==> src/rtl/ibus_arb_pkg.sv <==
// Shared types for the internal-bus arbiter: master request and slave return
// records, bus geometry and the arbiter FSM encoding.
package ibus_arb_pkg;

  localparam int IBUS_NMST = 2;
  localparam int IBUS_NSLV = 4;
  localparam int DATA_W    = 32;
  localparam int BA_W      = 4;
  localparam int TMO_W     = 8;

  typedef enum logic [1:0] {
    ST_IDLE = 2'd0,
    ST_GNT  = 2'd1,
    ST_ERR  = 2'd2
  } arb_state_t;

  typedef struct packed {
    logic [DATA_W-1:0] a;
    logic [DATA_W-1:0] di;
    logic [BA_W-1:0]   ba;
    logic              we;
    logic              req;
  } ibus_mreq_t;

  typedef struct packed {
    logic [DATA_W-1:0] dout;
    logic              busy;
    logic              act;
  } ibus_sret_t;

  // Contention goes to the master that was not served last.
  function automatic logic rr_pick(input logic [IBUS_NMST-1:0] req, input logic last);
    if (req == 2'b11) return ~last;
    return req[1];
  endfunction

endpackage

==> src/rtl/ibus_arb_slave_mux.sv <==
// Return-path combiner: OR-reduces read data and stall of the slaves that
// claim the current access, and flags whether any slave claimed it at all.
module ibus_arb_slave_mux
  import ibus_arb_pkg::*;
(
  input  logic [IBUS_NSLV-1:0][DATA_W-1:0] s_do,
  input  logic [IBUS_NSLV-1:0]             s_busy,
  input  logic [IBUS_NSLV-1:0]             s_act,
  output logic [DATA_W-1:0]                rdata,
  output logic                             busy,
  output logic                             any_act
);

  ibus_sret_t ret [IBUS_NSLV];

  for (genvar g = 0; g < IBUS_NSLV; g++) begin : g_ret
    assign ret[g] = '{dout: s_do[g], busy: s_busy[g], act: s_act[g]};
  end

  // Overlapping decodes are tolerated: their data and stall simply merge.
  always_comb begin
    rdata   = '0;
    busy    = 1'b0;
    any_act = 1'b0;
    for (int i = 0; i < IBUS_NSLV; i++) begin
      if (ret[i].act) begin
        rdata   = rdata | ret[i].dout;
        busy    = busy | ret[i].busy;
        any_act = 1'b1;
      end
    end
  end

endmodule

==> src/rtl/ibus_arb.sv <==
// Two-master (CPU, DMAC) arbiter for the on-chip peripheral bus with
// round-robin contention, decode-miss and stall-timeout bus errors.
module ibus_arb
  import ibus_arb_pkg::*;
#(
  parameter int TMO_LEN = 255
)
(
  input  logic                             clk,
  input  logic                             rst_n,
  input  logic                             ce_r,
  input  logic                             ce_f,
  input  logic [IBUS_NMST-1:0][DATA_W-1:0] m_a,
  input  logic [IBUS_NMST-1:0][DATA_W-1:0] m_di,
  input  logic [IBUS_NMST-1:0][BA_W-1:0]   m_ba,
  input  logic [IBUS_NMST-1:0]             m_we,
  input  logic [IBUS_NMST-1:0]             m_req,
  output logic [DATA_W-1:0]                m_do,
  output logic [IBUS_NMST-1:0]             m_busy,
  output logic [IBUS_NMST-1:0]             m_err,
  output logic [DATA_W-1:0]                ibus_a,
  output logic [DATA_W-1:0]                ibus_di,
  output logic [BA_W-1:0]                  ibus_ba,
  output logic                             ibus_we,
  output logic                             ibus_req,
  input  logic [IBUS_NSLV-1:0][DATA_W-1:0] s_do,
  input  logic [IBUS_NSLV-1:0]             s_busy,
  input  logic [IBUS_NSLV-1:0]             s_act
);

  localparam logic [TMO_W-1:0] TMO_LIM = TMO_W'(TMO_LEN);

  arb_state_t       state_q, state_d;
  logic             gnt_q, gnt_d;
  logic             last_q, last_d;
  logic [TMO_W-1:0] tmo_q, tmo_d, tmo_inc;

  logic [DATA_W-1:0] rdata;
  logic              busy_g;
  logic              any_act;
  ibus_mreq_t        mst [IBUS_NMST];
  ibus_mreq_t        sel;

  // Only the rising phase moves state; the falling-phase enable has no role here.
  logic unused_ce_f;
  assign unused_ce_f = ce_f;

  for (genvar g = 0; g < IBUS_NMST; g++) begin : g_mst
    assign mst[g] = '{a: m_a[g], di: m_di[g], ba: m_ba[g], we: m_we[g], req: m_req[g]};
  end

  assign sel = mst[gnt_q];

  ibus_arb_slave_mux u_slave_mux (
    .s_do    (s_do),
    .s_busy  (s_busy),
    .s_act   (s_act),
    .rdata   (rdata),
    .busy    (busy_g),
    .any_act (any_act)
  );

  always_ff @(posedge clk or negedge rst_n) begin
    if (!rst_n) begin
      state_q <= ST_IDLE;
      gnt_q   <= 1'b0;
      last_q  <= 1'b1;
      tmo_q   <= '0;
    end else if (ce_r) begin
      state_q <= state_d;
      gnt_q   <= gnt_d;
      last_q  <= last_d;
      tmo_q   <= tmo_d;
    end
  end

  always_comb begin
    state_d = state_q;
    gnt_d   = gnt_q;
    last_d  = last_q;
    tmo_d   = tmo_q;
    tmo_inc = tmo_q + 1'b1;
    case (state_q)
      ST_IDLE: begin
        if (|m_req) begin
          gnt_d   = rr_pick(m_req, last_q);
          tmo_d   = '0;
          state_d = ST_GNT;
        end
      end
      ST_GNT: begin
        // A withdrawn request wins over every other outcome and leaves LAST alone.
        if (!sel.req) begin
          state_d = ST_IDLE;
        end else if (!any_act) begin
          state_d = ST_ERR;
        end else if (!busy_g) begin
          last_d  = gnt_q;
          state_d = ST_IDLE;
        end else begin
          tmo_d = tmo_inc;
          if (tmo_inc == TMO_LIM) state_d = ST_ERR;
        end
      end
      ST_ERR:  state_d = ST_IDLE;
      default: state_d = ST_IDLE;
    endcase
  end

  always_comb begin
    m_do     = rdata;
    m_busy   = '0;
    m_err    = '0;
    ibus_a   = '0;
    ibus_di  = '0;
    ibus_ba  = '0;
    ibus_we  = 1'b0;
    ibus_req = 1'b0;
    case (state_q)
      ST_IDLE: m_busy = m_req;
      ST_GNT: begin
        ibus_a            = sel.a;
        ibus_di           = sel.di;
        ibus_ba           = sel.ba;
        ibus_we           = sel.we;
        ibus_req          = sel.req;
        m_busy[gnt_q]     = busy_g;
        m_busy[~gnt_q]    = m_req[~gnt_q];
      end
      ST_ERR: begin
        m_err[gnt_q]   = 1'b1;
        m_busy[~gnt_q] = m_req[~gnt_q];
        m_do           = '0;
      end
      default: m_busy = m_req;
    endcase
    // Reset silences the bus at once, without waiting for a clock.
    if (!rst_n) begin
      m_busy   = '0;
      m_err    = '0;
      ibus_a   = '0;
      ibus_di  = '0;
      ibus_ba  = '0;
      ibus_we  = 1'b0;
      ibus_req = 1'b0;
    end
  end

endmodule

==> config.mk <==
export PLATFORM = sky130hd
export DESIGN_NAME = ibus_arb
export DESIGN_NICKNAME = d
export VERILOG_FILES = /design/src/rtl/ibus_arb_pkg.sv /design/src/rtl/ibus_arb_slave_mux.sv /design/src/rtl/ibus_arb.sv
export SDC_FILE = /design/constraint.sdc
export NUM_CORES = 1
export LEC_CHECK = 0
export CAP_MARGIN = 10
export CORE_AREA = 2 2 150 152
export CTS_BUF_LIST = sky130_fd_sc_hd__clkbuf_8
export DETAILED_ROUTE_END_ITERATION = 12
export DIE_AREA = 0 0 152 154
export SETUP_SLACK_MARGIN = 0.4
export SLEW_MARGIN = 10
export SYNTH_ARGS = -nofsm -noshare
export SYNTH_HDL_FRONTEND = slang
export SYNTH_SLANG_ARGS = --single-unit
==> constraint.sdc <==
create_clock -name clk -period 4 [get_ports clk]
set_input_delay 1 -clock clk [delete_from_list [all_inputs] [get_ports clk]]
set_output_delay 1 -clock clk [all_outputs]
set_load 0.02 [all_outputs]
# --- Word level (Yosys, flattened, before mapping) ---
# Cells that the tools add are included.
totals:
  elab_cells: 93
  output_inout_bits: 106
  regBits: 12
classes:
  muxes: 53
  n_reduce_logical: 9
  n_lt_le_gt_ge: 5
  n_addsub: 1
  bitwise: 12
  eq_ne: 9
ops:
  columns: ["operator", "count"]
  rows:
  - ["32-bit 2-to-1 mux", 9]
  - ["70-bit 2-to-1 mux", 3]
  - ["32-bit bitwise OR", 3]
  - ["8-bit 2-to-1 mux", 4]
  - ["1-bit 2-to-1 mux", 21]
  - ["2-bit 2-to-1 mux", 8]
  - ["8-bit one-hot mux with 2 select lines", 1]
  - ["8-bit by 1-bit adder with 8-bit output (second input constant)", 1]
  - ["8-bit == test (second input constant)", 1]
  - ["4-bit 2-to-1 mux", 2]
  - ["2-bit != test (second input constant)", 4]
  - ["2-bit one-hot mux with 2 select lines", 2]
  - ["3-bit AND reduction", 2]
  - ["6-bit AND reduction", 1]
  - ["5-bit != test (second input constant)", 1]
  - ["5-bit AND reduction", 1]
  - ["2-bit AND", 2]
  - ["2-bit == test (second input constant)", 2]
  - ["1-bit by 2-bit less-than comparator with 1-bit output (second input constant)", 2]
  - ["1-bit NOT", 3]
  - ["1-bit bitwise OR", 3]
  - ["2-bit bitwise mux", 1]
  - ["1-bit demux with 1-bit select", 2]
  - ["2-bit by 1-bit == test with 1-bit output (second input constant)", 1]
  - ["other kinds (7)", 9]

# --- Longest topological paths before layout ---
logic_depth:
  depth_word: 11
  mapped_depth: 8

# --- Modules after synthesis ---
# From an unflattened synthesis, not the netlist that was laid out.
hier_totals:
  hier_cells: 408
  hier_area_um2: 2846.5
by_module_without_submodules:
  columns: ["mod", "seq_area_each_um2", "area_each_um2", "cells_per_inst", "instances"]
  rows:
  - ["ibus_arb", 301.5, 2129.5, 292, 1]
  - ["ibus_arb_slave_mux", 0.0, 716.9, 116, 1]

# --- Worst setup path before layout ---
# Ideal clock, no wire load.
synth_timing:
  path_type: "input to output"
  start: "input s_act[0]"
  end: "output m_busy[0]"
  arrival_time_ps: 1976
  cell_stages: 6
  path_buffers: 1
  path_slack_ps: 1024
  cell_sequence: "buf_4 -> a22oi_1 -> nand2_1 -> nand3_1 -> o21ai_0 -> and2_1"
synth_between:
  elab_chain_cells: 11
synth_lines:
  columns: ["item", "line", "text"]
  rows:
  - ["start, declared", "ibus_arb.sv:28", "input logic [IBUS_NSLV-1:0] s_act"]
  - ["1-bit 2-to-1 mux (*)", "ibus_arb_slave_mux.sv:26", "if (ret[i].act) begin"]
  - ["1-bit bitwise OR", "ibus_arb_slave_mux.sv:28", "busy = busy | ret[i].busy;"]
  - ["1-bit 2-to-1 mux (*)", "ibus_arb_slave_mux.sv:26", null]
  - ["1-bit bitwise OR", "ibus_arb_slave_mux.sv:28", null]
  - ["1-bit 2-to-1 mux (*)", "ibus_arb_slave_mux.sv:26", null]
  - ["1-bit bitwise OR", "ibus_arb_slave_mux.sv:28", null]
  - ["1-bit 2-to-1 mux (*)", "ibus_arb_slave_mux.sv:26", null]
  - ["2-bit AND (no line) (*)", null, null]
  - ["2-bit bitwise mux (*)", "ibus_arb.sv:128", "m_busy[~gnt_q] = m_req[~gnt_q];"]
  - ["2-bit one-hot mux with 2 select lines (*)", "ibus_arb.sv:119", "case (state_q)"]
  - ["2-bit 2-to-1 mux (*)", "ibus_arb.sv:138", "if (!rst_n) begin"]
  - ["end, declared", "ibus_arb.sv:19", "output logic [IBUS_NMST-1:0] m_busy,"]
# Mark *: on every way between the ends. The rest lies on a longest branch, timed or not.

# --- Worst setup path after layout ---
layout_timing:
  start: "input s_act[3]"
  end: "output m_do[13]"
layout_between:
  elab_chain_cells: 2
layout_lines:
  columns: ["item", "line", "text"]
  rows:
  - ["32-bit 2-to-1 mux", "ibus_arb_slave_mux.sv:26", null]
  - ["32-bit 2-to-1 mux", "ibus_arb.sv:119", null]
  - ["end, declared", "ibus_arb.sv:18", "output logic [DATA_W-1:0] m_do,"]
# No other way between the ends.

==> results_dict.tcl <==
set metrics [dict create \
    status "finished clean" \
    critPathKind "primary input to output pin" \
    critPathArrivalTime_ps 2520 \
    ios 386 \
    grt_pass1_wl_um 24700 \
    max-vdd-ir-drop_uv 139 \
    dpl.hpwl_um 13800 \
    drcViolationCount 0 \
    wl_met1_um 6630 \
    die-area_um2 23400 \
    syn_area_um2 2680 \
    synthCells 379 \
    clockBufferDepth 2 \
    portBuffers 384 \
    r2r-end "tmo_q[4]" \
    yosys_warnings 0 \
    numCtsBuffers 3 \
    grt_max_degree 58 \
    htreeDepth 1 \
    cts.sinks 12 \
    hold_depth 2 \
    fmaxAchievable_ghz 0.284 \
    crit_path_start "s_act[3]" \
    rrSetupSlack_ps 1560 \
    power_density_nw_per_um2 317 \
    r2r_start "gnt_q" \
    routedWlPerCell_um 16.2 \
    wl_met3_um 946 \
    report.final.slew_viol_count 0 \
    grt_pass1_vias 4418 \
    gp_congestion 0.772 \
    fp-row-count 54 \
    vias 4297 \
    maxCapViolCount 0 \
    placed_cell_area_um2 6910 \
    grt_overflow 0 \
    synthDistinctLibCells 41 \
    die_h_um 154 \
    clock-root-buffer "clkbuf_8" \
    hold_path.startpoint "tmo_q[7]" \
    cts_tree "done" \
    die_w_um 152 \
    ys_seq_area_frac 0.113 \
    required_ps 3000 \
    reg2regPathDepth 6 \
    antenna_left 0 \
    n_antenna_cell 0 \
    holdBufCountCts 0 \
    antenna_found_initial 0 \
    grtUsageTotal 0.129 \
    final_util 0.321 \
    whs_endpoint "tmo_q[7]" \
    fin_area_um2 6960 \
    period_minus_slack_ps 3520 \
    hold_class "flip-flop to flip-flop" \
    slew_headroom 0.490 \
    drtIter0Drc 223 \
    fin_skew_ps 4.65 \
    cp_max_fo 28 \
    startpoint_type "primary input" \
    areaGrowthSynthToFinish_pct 160 \
    finalSetupTns_ps 0 \
    synth_flop_cell "dfrtp_1" \
    finalHoldViolCount 0 \
    p_total_mw 2.21 \
    met2_length_um 8770 \
    drive_above_1_share 0.0507 \
    synth-async-reset-ratio 1.00 \
    dr.pass1.iters 5 \
    rsz0062_at_grt "false" \
    core_area_um2 21700 \
    leakagePower_nw 3.45 \
    clkTransAtPathRegs_ps 60 \
    postSynthAreaPerCell_um2 7.07 \
    syn-num-nets 664 \
    initial_core_util 0.124 \
    setup_viol 0 \
    insertion_delay_ps 240 \
    tightest_slew_ps 759 \
    fin_crit_sh 0.881 \
    synth_edf_count 0 \
    fillCellCount 2317 \
    ys_seq_elements 12 \
    worstSetupEndpointType "output pin" \
    wl_um 16600 \
    highest_layer "met4" \
    viasPerCell 4.18 \
    nNetsFinal 1035 \
]
[repair_timing]
action                                  in CTS  in global routing
buffers inserted                             0                  0
resized for setup                           79                 40
endpoints found under the setup margin      74                 36
[per-stage QoR]
step | hold WS, ps | setup WS (ps) | instances
after global placement | 523 | 95.3 | 1025
after detailed placement | 531 | 109 | 1025
final | 538 | 478 | 1029
after CTS | 544 | 356 | 1029
after global routing | 564 | 417 | 1029
after floorplan | 491 | 1020 | 379
[cells in the mapped netlist (4+ instances only)]
| master | instances | area, um^2 |
|---|---|---|
| nand2_1 | 16 | 60.1 |
| nor2_1 | 76 | 285 |
| inv_1 | 5 | 18.8 |
| a22oi_1 | 66 | 495 |
| nand4_1 | 4 | 25.0 |
| a21oi_1 | 34 | 170 |
| dfrtp_1 | 11 | 275 |
| mux2i_1 | 71 | 711 |
| buf_2 | 11 | 55.1 |
| clkbuf_1 | 22 | 82.6 |
| o21ai_0 | 11 | 55.1 |
| ha_1 | 5 | 62.6 |
[routing by layer]
metal | GRT usage | vias to the layer above
met5 | 0 | -
met4 | 0.0165 | 0
met3 | 0.0234 | 20
met2 | 0.244 | 174
met1 | 0.156 | 1957
li1 | - | 2146
[worst max path at each step]
stage                     cells past startpoint        end
after CTS                                     7  m_busy[1]
after global routing                          6   m_do[13]
after detailed placement                      7  m_busy[1]
final                                         6   m_do[13]
after floorplan                               6  m_busy[0]
after global placement                        7  m_busy[1]
[layout by cell type (no fill, tap or decap), types with 5 or more instances in the layout]
| master | netlist | routed |
|---|---|---|
| dlymetal6s2s_1 | 0 | 32 |
| mux2i_1 | 71 | 71 |
| o21ai_0 | 11 | 11 |
| nor2_1 | 76 | 76 |
| nand2_1 | 16 | 15 |
| inv_1 | 5 | 5 |
| ha_1 | 5 | 5 |
| a22oi_1 | 66 | 66 |
| clkdlybuf4s50_1 | 0 | 278 |
| buf_12 | 0 | 5 |
| dlygate4sd2_1 | 0 | 70 |
| a21oi_1 | 34 | 34 |
| buf_4 | 2 | 13 |
| dfrtp_1 | 11 | 10 |
[registers in the layout, indices dropped and copies added (netlist names)]
signal   cells
state_q      2
gnt_q        1
tmo_q        8
last_q       1
[worst max-delay path, cell delays in order]
cell and delay (ps):
clkdlybuf4s50_1 510, buf_4 180, buf_12 190, a22oi_1 80, a21oi_1 170, dlygate4sd2_1 370
[area by class of cell]
class / count / area, um^2 / area share
sequential: 12 / 305 / 0.0439
tap: 280 / 350 / 0.0503
clock buffer: 4 / 55.1 / 0.00791
timing repair buffer: 403 / 4030 / 0.579
inverter: 5 / 18.8 / 0.00270
multi-input combinational: 325 / 2200 / 0.316
[logic make-up (layout without fill, tap and decap cells)]
group,Yosys count,after routing,share of synthesized area
flip-flops,12,12,0.113
AO/OA/AOI/OAI,127,127,0.325
multiplexers,73,73,0.274
AND/OR/NAND/NOR,119,119,0.196
XOR/XNOR,1,1,0.00327
adder cells (fa/ha/maj),5,5,0.0233
buffers and inverters,42,412,0.0668
[where the power goes]
group	internal, mW	switching [mW]	total [mW]	leakage, nW
sequential	0.161	0.0930	0.254	0.145
combinational	0.907	0.912	1.82	3.27
clock	0.0869	0.0445	0.131	0.0288
Power figures use the tool's default switching activity.
